### src/rtl/lector_ram_audio_pkg.sv
// Shared definitions for the PSRAM audio reader: state encoding, bus widths
// and small helpers used by the read FSM.
package lector_ram_audio_pkg;

  // Width of the byte address coming from the address generator.
  localparam int ANCHO_DIR      = 26;
  // PSRAM word address and data widths.
  localparam int ANCHO_ADR_RAM  = 23;
  localparam int ANCHO_DATO_RAM = 16;
  // Width of one audio sample (one byte of the PSRAM word).
  localparam int ANCHO_MUESTRA  = 8;
  // Bit of the byte address that selects the upper or lower byte of a word.
  localparam int BIT_SEL_BYTE   = 0;
  // Cycle counter width; both timing parameters must fit in it.
  localparam int ANCHO_CONT     = 4;

  // Read FSM states.
  typedef enum logic [1:0] {
    REPOSO   = 2'd0,
    ACCESO   = 2'd1,
    RECUPERA = 2'd2
  } estado_t;

  // Clamp a cycle count into the 1..15 range the counter can represent,
  // so an out-of-range parameter never produces a zero-length phase.
  function automatic logic [ANCHO_CONT-1:0] limita_ciclos(input int unsigned ciclos);
    logic [ANCHO_CONT-1:0] res;
    if (ciclos < 1) begin
      res = 4'd1;
    end else if (ciclos > 15) begin
      res = 4'd15;
    end else begin
      res = ANCHO_CONT'(ciclos);
    end
    return res;
  endfunction

  // Pick the addressed byte out of a PSRAM word: odd addresses use the
  // upper byte, even addresses the lower byte.
  function automatic logic [ANCHO_MUESTRA-1:0] selecciona_byte(
    input logic [ANCHO_DATO_RAM-1:0] palabra,
    input logic                      sel
  );
    return sel ? palabra[15:8] : palabra[7:0];
  endfunction

endpackage

### src/rtl/lector_ram_audio.sv
// Single asynchronous read from a 16-bit cellular PSRAM per request strobe.
// Latches the word address, holds CE_n/OE_n low for CICLOS_ACCESO cycles,
// captures the word and the addressed byte, then keeps CE_n high for
// CICLOS_RECUPERACION cycles before accepting the next request.
module lector_ram_audio
  import lector_ram_audio_pkg::*;
#(
  parameter int unsigned CICLOS_ACCESO       = 4,
  parameter int unsigned CICLOS_RECUPERACION = 1
) (
  input  logic                      clk,
  input  logic                      rst_n,
  input  logic [ANCHO_DIR-1:0]      DireccionRAM,
  input  logic                      solicitud,
  output logic                      ocupado,
  output logic [ANCHO_MUESTRA-1:0]  muestra,
  output logic [ANCHO_DATO_RAM-1:0] dato,
  output logic                      dato_valido,
  output logic                      solicitud_perdida,
  output logic [ANCHO_ADR_RAM-1:0]  ram_adr,
  input  logic [ANCHO_DATO_RAM-1:0] ram_dq,
  output logic                      ram_ce_n,
  output logic                      ram_oe_n,
  output logic                      ram_we_n,
  output logic                      ram_adv_n,
  output logic                      ram_lb_n,
  output logic                      ram_ub_n,
  output logic                      ram_cre,
  output logic                      ram_clk,
  output logic                      flash_ce_n
);

  // Phase lengths as counter values; the counter counts 1..N within a phase.
  localparam logic [ANCHO_CONT-1:0] LIM_ACCESO = limita_ciclos(CICLOS_ACCESO);
  localparam logic [ANCHO_CONT-1:0] LIM_RECUP  = limita_ciclos(CICLOS_RECUPERACION);

  estado_t                   estado_reg, estado_next;
  logic [ANCHO_CONT-1:0]     contador_reg, contador_next;
  logic [ANCHO_ADR_RAM-1:0]  adr_reg, adr_next;
  logic                      sel_reg, sel_next;
  logic                      ce_n_reg, ce_n_next;
  logic                      oe_n_reg, oe_n_next;
  logic [ANCHO_DATO_RAM-1:0] dato_reg, dato_next;
  logic [ANCHO_MUESTRA-1:0]  muestra_reg, muestra_next;
  logic                      valido_reg, valido_next;
  logic                      perdida_reg, perdida_next;

  // Address bits above the 16 MB PSRAM window are deliberately dropped.
  logic bits_altos_unused;
  assign bits_altos_unused = ^DireccionRAM[ANCHO_DIR-1:ANCHO_ADR_RAM+1];

  // State and output registers; reset aborts any access in progress.
  always_ff @(posedge clk) begin
    if (!rst_n) begin
      estado_reg   <= REPOSO;
      contador_reg <= '0;
      adr_reg      <= '0;
      sel_reg      <= 1'b0;
      ce_n_reg     <= 1'b1;
      oe_n_reg     <= 1'b1;
      dato_reg     <= '0;
      muestra_reg  <= '0;
      valido_reg   <= 1'b0;
      perdida_reg  <= 1'b0;
    end else begin
      estado_reg   <= estado_next;
      contador_reg <= contador_next;
      adr_reg      <= adr_next;
      sel_reg      <= sel_next;
      ce_n_reg     <= ce_n_next;
      oe_n_reg     <= oe_n_next;
      dato_reg     <= dato_next;
      muestra_reg  <= muestra_next;
      valido_reg   <= valido_next;
      perdida_reg  <= perdida_next;
    end
  end

  // Next-state logic: accept in REPOSO, time the access, then the recovery gap.
  always_comb begin
    estado_next   = estado_reg;
    contador_next = contador_reg;
    adr_next      = adr_reg;
    sel_next      = sel_reg;
    ce_n_next     = ce_n_reg;
    oe_n_next     = oe_n_reg;
    dato_next     = dato_reg;
    muestra_next  = muestra_reg;
    valido_next   = 1'b0;
    perdida_next  = 1'b0;

    case (estado_reg)
      REPOSO: begin
        if (solicitud) begin
          // The address is captured only here; later changes are ignored.
          adr_next      = DireccionRAM[ANCHO_ADR_RAM:1];
          sel_next      = DireccionRAM[BIT_SEL_BYTE];
          ce_n_next     = 1'b0;
          oe_n_next     = 1'b0;
          contador_next = 4'd1;
          estado_next   = ACCESO;
        end
      end

      ACCESO: begin
        perdida_next = solicitud;
        if (contador_reg == LIM_ACCESO) begin
          // Data has been valid on the bus for at least tAA: capture it.
          dato_next     = ram_dq;
          muestra_next  = selecciona_byte(ram_dq, sel_reg);
          valido_next   = 1'b1;
          ce_n_next     = 1'b1;
          oe_n_next     = 1'b1;
          contador_next = 4'd1;
          estado_next   = RECUPERA;
        end else begin
          contador_next = contador_reg + 4'd1;
        end
      end

      RECUPERA: begin
        perdida_next = solicitud;
        if (contador_reg == LIM_RECUP) begin
          contador_next = '0;
          estado_next   = REPOSO;
        end else begin
          contador_next = contador_reg + 4'd1;
        end
      end

      default: begin
        // Unreachable encoding: park the chip deselected and go idle.
        ce_n_next     = 1'b1;
        oe_n_next     = 1'b1;
        contador_next = '0;
        estado_next   = REPOSO;
      end
    endcase
  end

  assign ocupado           = (estado_reg != REPOSO);
  assign muestra           = muestra_reg;
  assign dato              = dato_reg;
  assign dato_valido       = valido_reg;
  assign solicitud_perdida = perdida_reg;
  assign ram_adr           = adr_reg;
  assign ram_ce_n          = ce_n_reg;
  assign ram_oe_n          = oe_n_reg;

  // Fixed PSRAM/flash pins: asynchronous read-only word access, flash off.
  assign ram_we_n   = 1'b1;
  assign ram_adv_n  = 1'b0;
  assign ram_lb_n   = 1'b0;
  assign ram_ub_n   = 1'b0;
  assign ram_cre    = 1'b0;
  assign ram_clk    = 1'b0;
  assign flash_ce_n = 1'b1;

endmodule

### config.mk
export PLATFORM = sky130hd
export DESIGN_NAME = lector_ram_audio
export DESIGN_NICKNAME = d
export VERILOG_FILES = /design/src/rtl/lector_ram_audio_pkg.sv /design/src/rtl/lector_ram_audio.sv
export SDC_FILE = /design/constraint.sdc
export NUM_CORES = 1
export LEC_CHECK = 0
export CAP_MARGIN = 10
export CORE_MARGIN = 1.5
export CORE_UTILIZATION = 60
export DETAILED_ROUTE_END_ITERATION = 16
export DONT_BUFFER_PORTS = 1
export PLACE_DENSITY_LB_ADDON = 0.2
export SLEW_MARGIN = 5
export SYNTH_ARGS = -nofsm -noshare
export SYNTH_HDL_FRONTEND = slang
export SYNTH_SLANG_ARGS = --single-unit
### constraint.sdc
create_clock -name clk -period 1.8 [get_ports clk]
set_clock_uncertainty 0.05 [all_clocks]
set_input_delay 0.36 -clock clk [delete_from_list [all_inputs] [get_ports clk]]
set_output_delay 0.36 -clock clk [all_outputs]
set_load 0.01 [all_outputs]
# After elaboration in Yosys (flattened, before gate mapping)
# Index checks and enable logic that the tools add are counted.
[classes] n_addsub=1 reduce_logical=9 muxes=13 bitwise=1 n_eq_ne=7
[ops] operator="two-way mux 4 bit" n=3
[ops] operator="one-hot mux 4 bit (3 select lines)" n=1
[ops] operator="two-way mux 8 bit" n=1
[ops] operator="AND reduction 2 bit" n=4
[ops] operator="two-way mux 2 bit" n=3
[ops] operator="!= test 2 bit (second input constant)" n=3
[ops] operator="one-hot mux 2 bit (3 select lines)" n=1
[ops] operator="AND reduction 3 bit" n=2
[ops] operator="adder 4 x 1 -> 4 bit (second input constant)" n=1
[ops] operator="equality test 4 x 1 -> 1 bit (second input constant)" n=1
[ops] operator="equality test 4 x 3 -> 1 bit (second input constant)" n=1
[ops] operator="two-way mux 1 bit" n=3
[ops] operator="one-hot mux 1 bit (3 select lines)" n=1
[ops] operator="equality test 2 x 1 -> 1 bit (second input constant)" n=1
[ops] operator="equality test 2 bit (second input constant)" n=1
[ops] operator="logical NOT 2 bit" n=1
[ops] operator="nonzero test 2 bit" n=1
[ops] operator="OR reduction 2 bit" n=1
[ops] operator="NOT 1 bit" n=1
[totals] ff_bits=57 output_inout_bits=59 word_cells=40

# Depth between registers and ports, before layout
# Gate-level depths: netlist of the first run.
[depth] depth_word=3 mapped_depth=8

# Worst setup path after synthesis of the first run
# Ideal clock, no wire load.
[synth_timing] path_kind="register -> register" startpoint="register estado_reg[1]" endpoint="register dato_reg[10], in the netlist dato[10]" path_stages_with_launch=9 setup_slack_ns=0.307 required_time_ns=1.618 setup_time_ns=0.132 t_arrival_ns=1.310 cell_sequence="dfxtp_1 -> inv_1 -> ha_1 -> inv_2 -> or2_1 -> buf_6 -> buf_2 -> nand2_1 -> a21oi_1"
[synth_via] elab_chain_len=2
[synth_rtl] item="start: declaration" line="lector_ram_audio.sv:37" text="estado_t estado_reg, estado_next;"
[synth_rtl] item="start signal: assignment" line="lector_ram_audio.sv:66" text="estado_reg <= estado_next;"
[synth_rtl] item="equality test 2 x 1 -> 1 bit" line="lector_ram_audio.sv:92" text="case (estado_reg)"
[synth_rtl] item="AND reduction 2 bit (no source line)"
[synth_rtl] item="end signal: assignment" line="lector_ram_audio.sv:72" text="dato_reg <= dato_next;"
[synth_rtl] item="end: declaration" line="lector_ram_audio.sv:43" text="logic [ANCHO_DATO_RAM-1:0] dato_reg, dato_next;"
# No other way between the ends.
# A chain may end at the register's enable or synchronous reset.

# Final worst setup path of the first run
[layout_timing] startpoint="register estado_reg[0]" endpoint="register contador_reg[2]"
[layout_via] elab_chain_len=2 word_cells_on_any_way=5
[layout_rtl] item="equality test 2 bit (tied with other cells)" line="lector_ram_audio.sv:92"
[layout_rtl] item="one-hot mux 4 bit (3 select lines) or != test 2 bit (tied branches)"
[layout_rtl] item="end signal: assignment" line="lector_ram_audio.sv:67" text="contador_reg <= contador_next;"
[layout_rtl] item="end: declaration" line="lector_ram_audio.sv:38" text="logic [ANCHO_CONT-1:0] contador_reg, contador_next;"
# Several ways; a longest one is shown, not always the timed one.

==> results of run 1 <==
## critical path: cells and delay by family (launching register included)
kind | cells | cell delay (ns)
adder cells (fa/ha/maj) | 1 | 0.25
buffers and inverters | 1 | 0.13
flip-flops | 1 | 0.34
AO/OA/AOI/OAI | 1 | 0.20
AND/OR/NAND/NOR | 3 | 0.57
## power breakdown
group	switching [uW]	leakage, uW	internal (uW)
logic	419	0.000390	258
registers	167	0.000464	1400
clock network	477	0.000111	837
total	1060	0.000965	2500
## final timing paths
| kind | from | depth (start not counted) | to | slack (ns) |
|---|---|---|---|---|
| setup reg to reg | estado_reg[0]$_SDFFE_PN0P_ | 6 | contador_reg[2]$_SDFFE_PN0P_ | 0.15 |
| setup / recovery | estado_reg[0]$_SDFFE_PN0P_ | 6 | contador_reg[2]$_SDFFE_PN0P_ | 0.15 |
| hold / removal | ram_dq[8] | 2 | dato[8]$_SDFFE_PN0P_ | 0.11 |
| hold reg to reg | ram_adr[2]$_SDFFE_PN0P_ | 2 | ram_adr[2]$_SDFFE_PN0P_ | 0.45 |
## layer usage
| layer | vias up | wire, um | GRT usage |
|---|---|---|---|
| met5 | - | 0 | 0 |
| met4 | 0 | 80 | 0.1250 |
| met3 | 8 | 409 | 0.09589 |
| met2 | 63 | 2227 | 0.3508 |
| met1 | 814 | 1913 | 0.2503 |
| li1 | 899 | - | - |
## area by class of cell
class,instances,area (sq um),share of cell area
repair buffers,5,62.56,0.02440
flip-flops and latches,57,1141,0.4451
well taps,48,60.06,0.02343
inverters,7,26.28,0.01025
clock buffers,11,151.4,0.05905
multi-input cells,197,1057,0.4124
clock inverters,3,65.06,0.02538
## cell usage after synthesis, drive strengths merged
cell type  count
nand2         86
dfxtp         57
a21oi         41
buf           14
nor2          14
clkbuf        10
a211oi         9
mux2i          9
ha             8
inv            7
and3           3
o21ai          3
conb           2
nand2b         2
nand3          2
a2111o         1
a211o          1
a21boi         1
a221oi         1
a22o           1
a22oi          1
and2           1
and2b          1
nand3b         1
nor2b          1
o221a          1
o32ai          1
or2            1
## cells by family after synthesis
group           count (synthesis)
mux                             9
other cells                     2
buf+inv                        31
compound gates                 61
flops                          57
fa+ha+maj                       8
simple gates                  112
## placed cells by master, fill, tap and decap left out, types with 2 or more instances in the layout
| cell type | n |
|---|---|
| nor2_1 | 13 |
| buf_4 | 3 |
| a211oi_1 | 8 |
| inv_2 | 2 |
| buf_12 | 2 |
| mux2i_1 | 9 |
| conb_1 | 7 |
| nand2b_1 | 2 |
| nand2_1 | 86 |
| inv_1 | 5 |
| o21ai_0 | 2 |
| clkbuf_8 | 11 |
| nand3_1 | 2 |
| bufinv_16 | 2 |
| dfxtp_1 | 57 |
| a21oi_1 | 41 |
| ha_1 | 8 |
| and3_1 | 2 |
## metrics by stage
stage               hold WS, ns  cells  area (sq um)
global route            0.09392    328          2564
detailed placement       0.4437    314          2347
finish                   0.1068    328          2564
global placement         0.4387    314          2347
CTS                     0.09723    328          2564
floorplan                0.4220    285          2360
==> summary.md, run 1 <==
| Metric | Value |
|---|---|
| Status | `finished, final reports clean` |
| Clk slew on worst S/H paths | `0.06 ns` |
| Final Hold Vio Count | `0` |
| Dpl hpwl | `3.140 mm` |
| Layout cells sized above 1 | `0.09643` |
| Setup-failing EPs final | `0` |
| Final #Nets | `330` |
| Vias | `1784` |
| Initial Util | `0.6300` |
| Final period utilization | `0.9142` |
| Max FO, Critical Path | `6` |
| Antenna Nets Post-Route | `0` |
| Post-synth top area cell | `dfxtp_1` |
| Port buffer count | `0` |
| Final Critical Period | `1.645 ns` |
| WP data required | `1.98 ns` |
| Gpl congestion | `0.7896` |
| Slowest-stage cell, CP | `dfxtp_1` |
| Crit start category | `register` |
| I/O pins | `104` |
| WS Path Type | `reg -> reg` |
| Crit-path cells | `inv_1, ha_1, nor2b_1, nor2_1, a22o_1, and3_1` |
| Max-cap viol count | `0` |
| Largest register FFs | `23` |
| Setup bufs post-CTS | `0` |
| Synth Warn # | `0` |
| DRT iter0 DRCs | `104` |
| CTS Buffer Depth | `2` |
| RSZ-0062 raised after global routing | `no` |
| Hold buffers post-CTS | `0` |
| Die area | `0.004286 sq mm` |
| WL/cell | `14.12 um` |
| Critical path arrival | `1.82 ns` |
| PD cells | `1390 mW/mm^2` |
| Total power | `3563 uW` |
| Slew HR | `0.6423` |
| Main combinational cell family by area after synthesis | `simple AND/OR/NAND/NOR gates` |
| Resized Gates After CTS | `0` |
| CTS tree | `done` |
| Via density | `5.439` |
| Max-slew violation count | `0` |
| Largest net degree at the start of global routing | `33` |
| Worst setup margin | `0.1545 ns` |
| Mux cell area share after synthesis | `0.03848` |
| Syn Inst Count | `280` |
| H-tree depth | `3` |
| Core Area | `0.003716 sq mm` |
| HP Class | `in -> reg` |
| Worst-margin pin slew | `0.5357 ns` |
| #FFs+latches synth | `57` |
| First-pass GRT wire length | `7.100 mm` |
| Antenna cell count | `0` |
| Filler cell count | `293` |
| Mapped Area | `0.002341 sq mm` |
| Synth area leaders | `dfxtp_1 (49%), nand2_1 (14%), a21oi_1 (8.8%), ha_1 (4.3%), mux2i_1 (3.8%)` |
| Skew-Pair Late Insertion Delay | `0.33 ns` |
| Placement Setup Slack | `0.1773 ns` |
| Delay of the slowest critical-path stage | `0.34 ns` |
| Num CTS Buffers | `9` |
| Max IR drop VDD | `0.7051 mV` |
| Achievable frequency | `607.7 MHz` |
| Clock Sinks | `57` |
| Overflow after GRT | `0` |
| Vias in the first global route | `1608` |
| Syn avg cell area | `8.361 sq um` |
| Area delta synth->final | `9.514%` |
| P_leak | `0.0009647 uW` |
| Root Driver | `clkbuf_8` |
| Row Count | `22` |
| Setup TNS | `0 ns` |
| Post-synthesis simple-gate area fraction | `0.1994` |
| GR Util All Layers | `0.2220` |
| XOR/XNOR Fraction of Synth Area | `0` |
| Die extent in y | `65.47 um` |
| Chip Width | `65.47 um` |
| DRT Pass-1 Iters | `7` |
| Register area share after synthesis | `0.4874` |
| DRC violation count after routing | `0` |
| Antenna violations before repair | `0` |
| Netlist cell types | `36` |
| WL final | `4.631 mm` |
| CP Capture Type | `register` |
| Synth top area share | `0.4874` |
| Synth Area in Compound Gates | `0.1598` |
| Synth Area in Adders | `0.04276` |
| Final core utilization | `0.6899` |
Note: power is estimated with default switching activity, not from simulation.
==> inputs of run 2 (changes only) <==
CORE_UTILIZATION = 45   (was 60)
clock period = 1.6 ns   (was 1.8 ns; I/O delays follow)
==> summary.md, run 2 (same netlist as run 1, synthesis figures left out) <==
| Metric | Value |
|---|---|
| Final Hold Vio Count | `0 (unchanged)` |
| Filler cell count | `502 (+71%)` |
| Gate power share | `0.250 (+0.060)` |
| Hold buffers post-CTS | `0 (unchanged)` |
| First-pass GRT wire length | `7.417 mm (+4.5%)` |
| Vias in the first global route | `1639 (+1.9%)` |
| Slowest-stage cell, CP | `dfxtp_1` |
| Flop pwr share | `0.457 (+0.016)` |
| Root Driver | `clkbuf_8` |
| Clock share of power | `0.294 (-0.075)` |
| DRT iter0 DRCs | `61 (-41%)` |
| P_sw | `1252 uW (+18%)` |
| Grt peak-use layer | `met2` |
| H-tree depth | `3 (unchanged)` |
| CTS tree | `done` |
| DRC violation count after routing | `0 (unchanged)` |
| Setup TNS | `0 ns (unchanged)` |
| Chip Width | `75.13 um (+15%)` |
| Initial Util | `0.4613 (-0.1687)` |
| WS Path Type | `reg -> out` |
| Setup bufs post-CTS | `0 (unchanged)` |
| WL final | `5.117 mm (+10%)` |
| Final Critical Period | `1.543 ns` |
| CTS Buffer Depth | `2 (unchanged)` |
| Most frequent cells in the layout | `nand2_1 (86), dfxtp_1 (55), a21oi_1 (41)` |
| Worst-margin pin slew | `0.5840 ns (+0.04830 ns)` |
| Max IR drop VDD | `0.6782 mV (-3.8%)` |
| GR Util All Layers | `0.1780 (-0.04403)` |
| Final Non-Filler Cells | `360 (+9.8%)` |
| Min Hold Slack | `0.07145 ns (-0.03532 ns)` |
| Final #Nets | `340 (+3.0%)` |
| Layout cells sized above 1 | `0.1552 (+0.05874)` |
| Area delta synth->final | `14.38%` |
| Crit start category | `register` |
| PD cells | `1452 mW/mm^2 (+4.5%)` |
| RSZ-0062 raised after global routing | `yes` |
| Max FO, Critical Path | `5 (-1)` |
| Largest net degree at the start of global routing | `33 (unchanged)` |
| CP Capture Type | `primary output` |
| Die extent in y | `75.13 um (+15%)` |
| Achievable frequency | `648.1 MHz` |
| WL/cell | `14.21 um (+0.67%)` |
| WP data required | `1.23 ns (-0.75 ns)` |
| Antenna cell count | `0 (unchanged)` |
| Final period utilization | `0.9644` |
| Overflow after GRT | `0 (unchanged)` |
| Total power | `3888 uW (+9.1%)` |
| Port buffer count | `0 (unchanged)` |
| HP Class | `in -> reg` |
| Antenna Nets Post-Route | `0 (unchanged)` |
| Final instance area | `0.002678 sq mm (+4.4%)` |
| Skew-Pair Late Insertion Delay | `0.33 ns (about the same)` |
| Met2 Use GR | `0.2586 (-0.09216)` |
| Core Area | `0.005075 sq mm (+37%)` |
| Die area | `0.005644 sq mm (+32%)` |
| Status | `finished, final reports clean` |
| Setup-failing EPs final | `0 (unchanged)` |
| Dpl hpwl | `3.673 mm (+17%)` |
| Gpl congestion | `0.7316 (-7.3%)` |
| Placed cells | `345 (+9.9%)` |
| Delay of the slowest critical-path stage | `0.37 ns (+0.03 ns)` |
| Internal power | `2636 uW (+5.5%)` |
| Num CTS Buffers | `9 (unchanged)` |
| Crit-path cells | `inv_2, ha_4, buf_4, inv_2` |
| Most Frequent Cell on Critical Path | `inv_2` |
| Vias | `1871 (+4.9%)` |
| Antenna violations before repair | `0 (unchanged)` |
| Via density | `5.197 (-4.4%)` |
| Clk slew on worst S/H paths | `0.06 ns (about the same)` |
| Global-route met1 utilization | `0.2212 (-0.02906)` |
| Max-slew violation count | `0 (unchanged)` |
| Most common cell after layout, fill and taps aside | `nand2_1` |
| DRT Pass-1 Iters | `4 (-3)` |
| Clock Sinks | `57 (unchanged)` |
| I/O pins | `104 (unchanged)` |
| Grt met3 use | `0.06560 (-0.03029)` |
| Sw Share | `0.3221 (+0.02352)` |
| P_leak | `0.0009970 uW (+3.3%)` |
| Placed cell area | `0.002455 sq mm (+4.6%)` |
| Row Count | `26 (+18%)` |
| Critical path arrival | `1.17 ns (-0.65 ns)` |
| Largest register FFs | `23 (unchanged)` |
| Slew HR | `0.6101 (-0.03221)` |
| Max-cap viol count | `0 (unchanged)` |
run 2: power by group through the flow:
stage	Sequential, uW	Clock [uW]	Combinational [uW]
2_1_floorplan	1750	0	681
3_3_place_gp	1790	0	901
3_5_place_dp	1800	0	914
4_1_cts	1770	1190	924
5_1_grt	1790	1240	1100
6_report	1780	1140	971
run 2: per-stage QoR:
step | setup slack, ns | util
2_1_floorplan | 0.1074 | -
3_3_place_gp | 0.06230 | 0.4837
3_5_place_dp | 0.04788 | 0.4837
4_1_cts | 0.01177 | 0.5178
5_1_grt | -0.05490 | 0.5276
6_report | 0.05696 | 0.5276
run 2: repair_timing:
action | 4_1_cts | 5_1_grt
gates cloned | 0 | 1
pin swaps | 0 | 0
resized for setup | 3 | 7
setup endpoints to repair | 1 | 27
run 2: area by class of cell:
| cell class | count | area (sq um) | area share |
|---|---|---|---|
| clock buffer | 11 | 151.4 | 0.05654 |
| clock inverter | 3 | 17.52 | 0.006542 |
| inverter | 7 | 26.28 | 0.009813 |
| multi-input combinational | 197 | 1084 | 0.4047 |
| sequential | 57 | 1144 | 0.4271 |
| tap | 70 | 87.58 | 0.03271 |
| timing repair buffer | 15 | 167.7 | 0.06262 |
run 2: worst paths after layout:
| path | start | endpoint | slack (ns) | cells past startpoint |
|---|---|---|---|---|
| worst max-delay path | estado_reg[1]$_SDFFE_PN0P_ | ocupado | 0.06 | 4 |
| worst min-delay path | DireccionRAM[11] | ram_adr[10]$_SDFFE_PN0P_ | 0.07 | 2 |
| worst max register to register | contador_reg[1]$_SDFFE_PN0P_ | estado_reg[0]$_SDFFE_PN0P_ | 0.07 | 7 |
| worst min register to register | dato[5]$_SDFFE_PN0P_ | dato[5]$_SDFFE_PN0P_ | 0.45 | 2 |
run 2: layer usage:
layer / vias up / wire length [um]
met5: - / 0
li1: 922 / -
met4: 0 / 106
met1: 852 / 2172
met3: 10 / 555
met2: 87 / 2283
run 2: critical path: cells and delay by family (launching register included):
family     cells  cell delay, ns
fa+ha+maj      1            0.18
flops          1            0.37
buf+inv        3            0.30
==> inputs of run 3 (changes only) <==
==> constraint.sdc (replaced) <==
create_clock -name clk -period 1.6 [get_ports clk]
set_clock_uncertainty 0.05 [all_clocks]
set_input_delay 0.08 -clock clk [delete_from_list [all_inputs] [get_ports clk]]
set_output_delay 0.08 -clock clk [all_outputs]
set_load 0.01 [all_outputs]
==> summary.md, run 3 (same netlist as run 1, synthesis figures left out) <==
| Metric | Value |
|---|---|
| DRC violation count after routing | `0 (unchanged)` |
| Initial Util | `0.4613 (unchanged)` |
| R2R Path Start | `estado_reg[1]$_SDFFE_PN0P_` |
| Dpl hpwl | `3.528 mm (-4.0%)` |
| DRT iter0 DRCs | `77 (+26%)` |
| Worst-margin pin slew | `0.5567 ns (-0.02733 ns)` |
| Num CTS Buffers | `9 (unchanged)` |
| H-tree depth | `3 (unchanged)` |
| WP buf/inv | `3 (unchanged)` |
| GR Util All Layers | `0.2020 (+0.02401)` |
| Final period utilization | `0.9459 (-0.01852)` |
| CTS tree | `done` |
| Placed cell area | `0.002437 sq mm (-0.71%)` |
| Status | `finished, final reports clean` |
| Max FO, Critical Path | `16 (+11)` |
| P_leak | `0.001177 uW (+18%)` |
| Antenna cell count | `0 (unchanged)` |
| Critical path depth | `7 (+3)` |
| Clk slew on worst S/H paths | `0.07 ns (about the same)` |
| Critical path arrival | `1.70 ns (+0.53 ns)` |
| Final Critical Period | `1.513 ns (-0.02963 ns)` |
| Antenna violations before repair | `0 (unchanged)` |
| Via density | `5.050 (-2.8%)` |
| WL/cell | `14.40 um (+1.3%)` |
| Grt peak-use layer | `met2` |
| Gpl congestion | `0.8113 (+11%)` |
| Port buffer count | `0 (unchanged)` |
| Final instance area | `0.003118 sq mm (+16%)` |
| Row Count | `26 (unchanged)` |
| Filler cell count | `448 (-11%)` |
| WL final | `5.760 mm (+13%)` |
| Area delta synth->final | `33.19%` |
| Chip Width | `75.13 um (unchanged)` |
| Setup bufs post-CTS | `0 (unchanged)` |
| Global-route met1 utilization | `0.2344 (+0.01320)` |
| Delay of the slowest critical-path stage | `0.33 ns (-0.04 ns)` |
| Max-slew violation count | `0 (unchanged)` |
| Core Area | `0.005075 sq mm (unchanged)` |
| Vias | `2020 (+8.0%)` |
| Final #Nets | `378 (+11%)` |
| Overflow after GRT | `0 (unchanged)` |
| Vias in the first global route | `1900 (+16%)` |
| Crit-path leading delay family | `buffers and inverters` |
| Crit start category | `register` |
| HP Class | `in -> reg` |
| DRT Pass-1 Iters | `7 (+3)` |
| WS Path Type | `reg -> reg` |
| Reg2reg path depth | `7 (unchanged)` |
| Largest register FFs | `23 (unchanged)` |
| Final Non-Filler Cells | `400 (+11%)` |
| Antenna Nets Post-Route | `0 (unchanged)` |
| Final Hold Vio Count | `0 (unchanged)` |
| WP data required | `1.79 ns (+0.56 ns)` |
| Setup TNS | `0 ns (unchanged)` |
| Most frequent cells in the layout | `nand2_1 (86), dfxtp_1 (54), dlygate4sd3_1 (42)` |
| Setup-failing EPs final | `0 (unchanged)` |
| Multi-input logic area | `0.001080 sq mm (-0.35%)` |
| Final core utilization | `0.6144 (+0.08679)` |
| Skew-Pair Late Insertion Delay | `0.33 ns (about the same)` |
| Worst Setup EP | `muestra[4]$_SDFFE_PN0P_` |
| Critical Path Start | `estado_reg[1]$_SDFFE_PN0P_` |
| Max-cap viol count | `0 (unchanged)` |
| Die extent in y | `75.13 um (unchanged)` |
| Achievable frequency | `660.8 MHz (+2.0%)` |
| RSZ-0062 raised after global routing | `no` |
| Slowest-stage cell, CP | `dfxtp_1` |
| PD cells | `1331 mW/mm^2 (-8.3%)` |
| Grt met3 use | `0.06426 (-0.001339)` |
| CTS Buffer Depth | `2 (unchanged)` |
| Layout cells sized above 1 | `0.1333 (-0.02184)` |
| Max IR drop VDD | `0.8430 mV (+24%)` |
| Met2 Use GR | `0.3324 (+0.07375)` |
| Die area | `0.005644 sq mm (unchanged)` |
| CP Capture Type | `register` |
| FF-to-FF setup slack | `0.09 ns (+0.02 ns)` |
| First-pass GRT wire length | `8.500 mm (+15%)` |
| Sequential Area | `0.001145 sq mm (+0.11%)` |
| Largest net degree at the start of global routing | `33 (unchanged)` |
| Crit-path cells | `inv_1, ha_2, inv_2, nor2_4, buf_12, nor2_1, a211oi_1` |
| Most common cell after layout, fill and taps aside | `nand2_1` |
| Placed cells | `341 (-1.2%)` |
| R2r endpoint | `muestra[4]$_SDFFE_PN0P_` |
| I/O pins | `104 (unchanged)` |
| Slew HR | `0.6284 (+0.01825)` |
| Clock Sinks | `57 (unchanged)` |
| Root Driver | `clkbuf_8` |
## run 3: cell count changes in the layout (fill, tap and decap cells not counted), sizes merged
cell and delta:
buf -4, bufinv +1, clkbuf -1, clkinv +1
clkinvlp +1, dlygate4sd3 +42
## run 3: worst min-delay path by stage
stage                           startpoint                      endpoint  cells past startpoint
after global routing             solicitud  contador_reg[3]$_SDFFE_PN0P_                      4
after floorplan                  ram_dq[0]          dato[0]$_SDFFE_PN0P_                      2
final                            solicitud  contador_reg[3]$_SDFFE_PN0P_                      4
after global placement    DireccionRAM[15]      ram_adr[14]$_SDFFE_PN0P_                      2
after CTS                        solicitud  contador_reg[3]$_SDFFE_PN0P_                      4
after detailed placement  DireccionRAM[14]      ram_adr[13]$_SDFFE_PN0P_                      2
## run 3: report_power, final
part | switching (uW) | internal (uW)
Combinational | 551 | 459
Sequential | 192 | 1580
Clock | 600 | 763
Total | 1340 | 2810
## run 3: timing repair
item | 4_1_cts | 5_1_grt
hold buffers | 42 | 0
resized for setup | 0 | 11
endpoints found under the setup margin | 0 | 19
hold endpoints to repair | 54 | 0
## run 3: layer usage
metal  routed length (um)  part of all wire  vias to the layer above
met4                   91             0.016                        0
met5                    0                 0                        -
li1                     -                 -                      999
met1                 2460              0.43                      925
met2                 2716              0.47                       86
met3                  491             0.085                       10
## run 3: cell type report
cell class / instances / share of cell area
Clock inverter: 6 / 0.02167
Multi-Input combinational cell: 197 / 0.3463
Inverter: 7 / 0.008427
Tap cell: 70 / 0.02809
Timing Repair Buffer: 53 / 0.1842
Clock buffer: 10 / 0.04414
Sequential cell: 57 / 0.3672
## run 3: stage by stage
step	hold slack (ns)	power, uW	worst slack, ns
global route	0.03933	4386	0.002650
CTS	0.04192	4132	0.002001
detailed placement	0.1720	2684	0.007780
global placement	0.1678	2663	0.06002
floorplan	0.1660	2430	0.1074
finish	0.03455	4150	0.08659
## run 3: worst register-to-register path, delay by kind of cell (launching register included)
kind            cells  cell delay (ns)
compound gates      1             0.24
simple gates        2             0.23
buf+inv             3             0.36
fa+ha+maj           1             0.23
flops               1             0.33
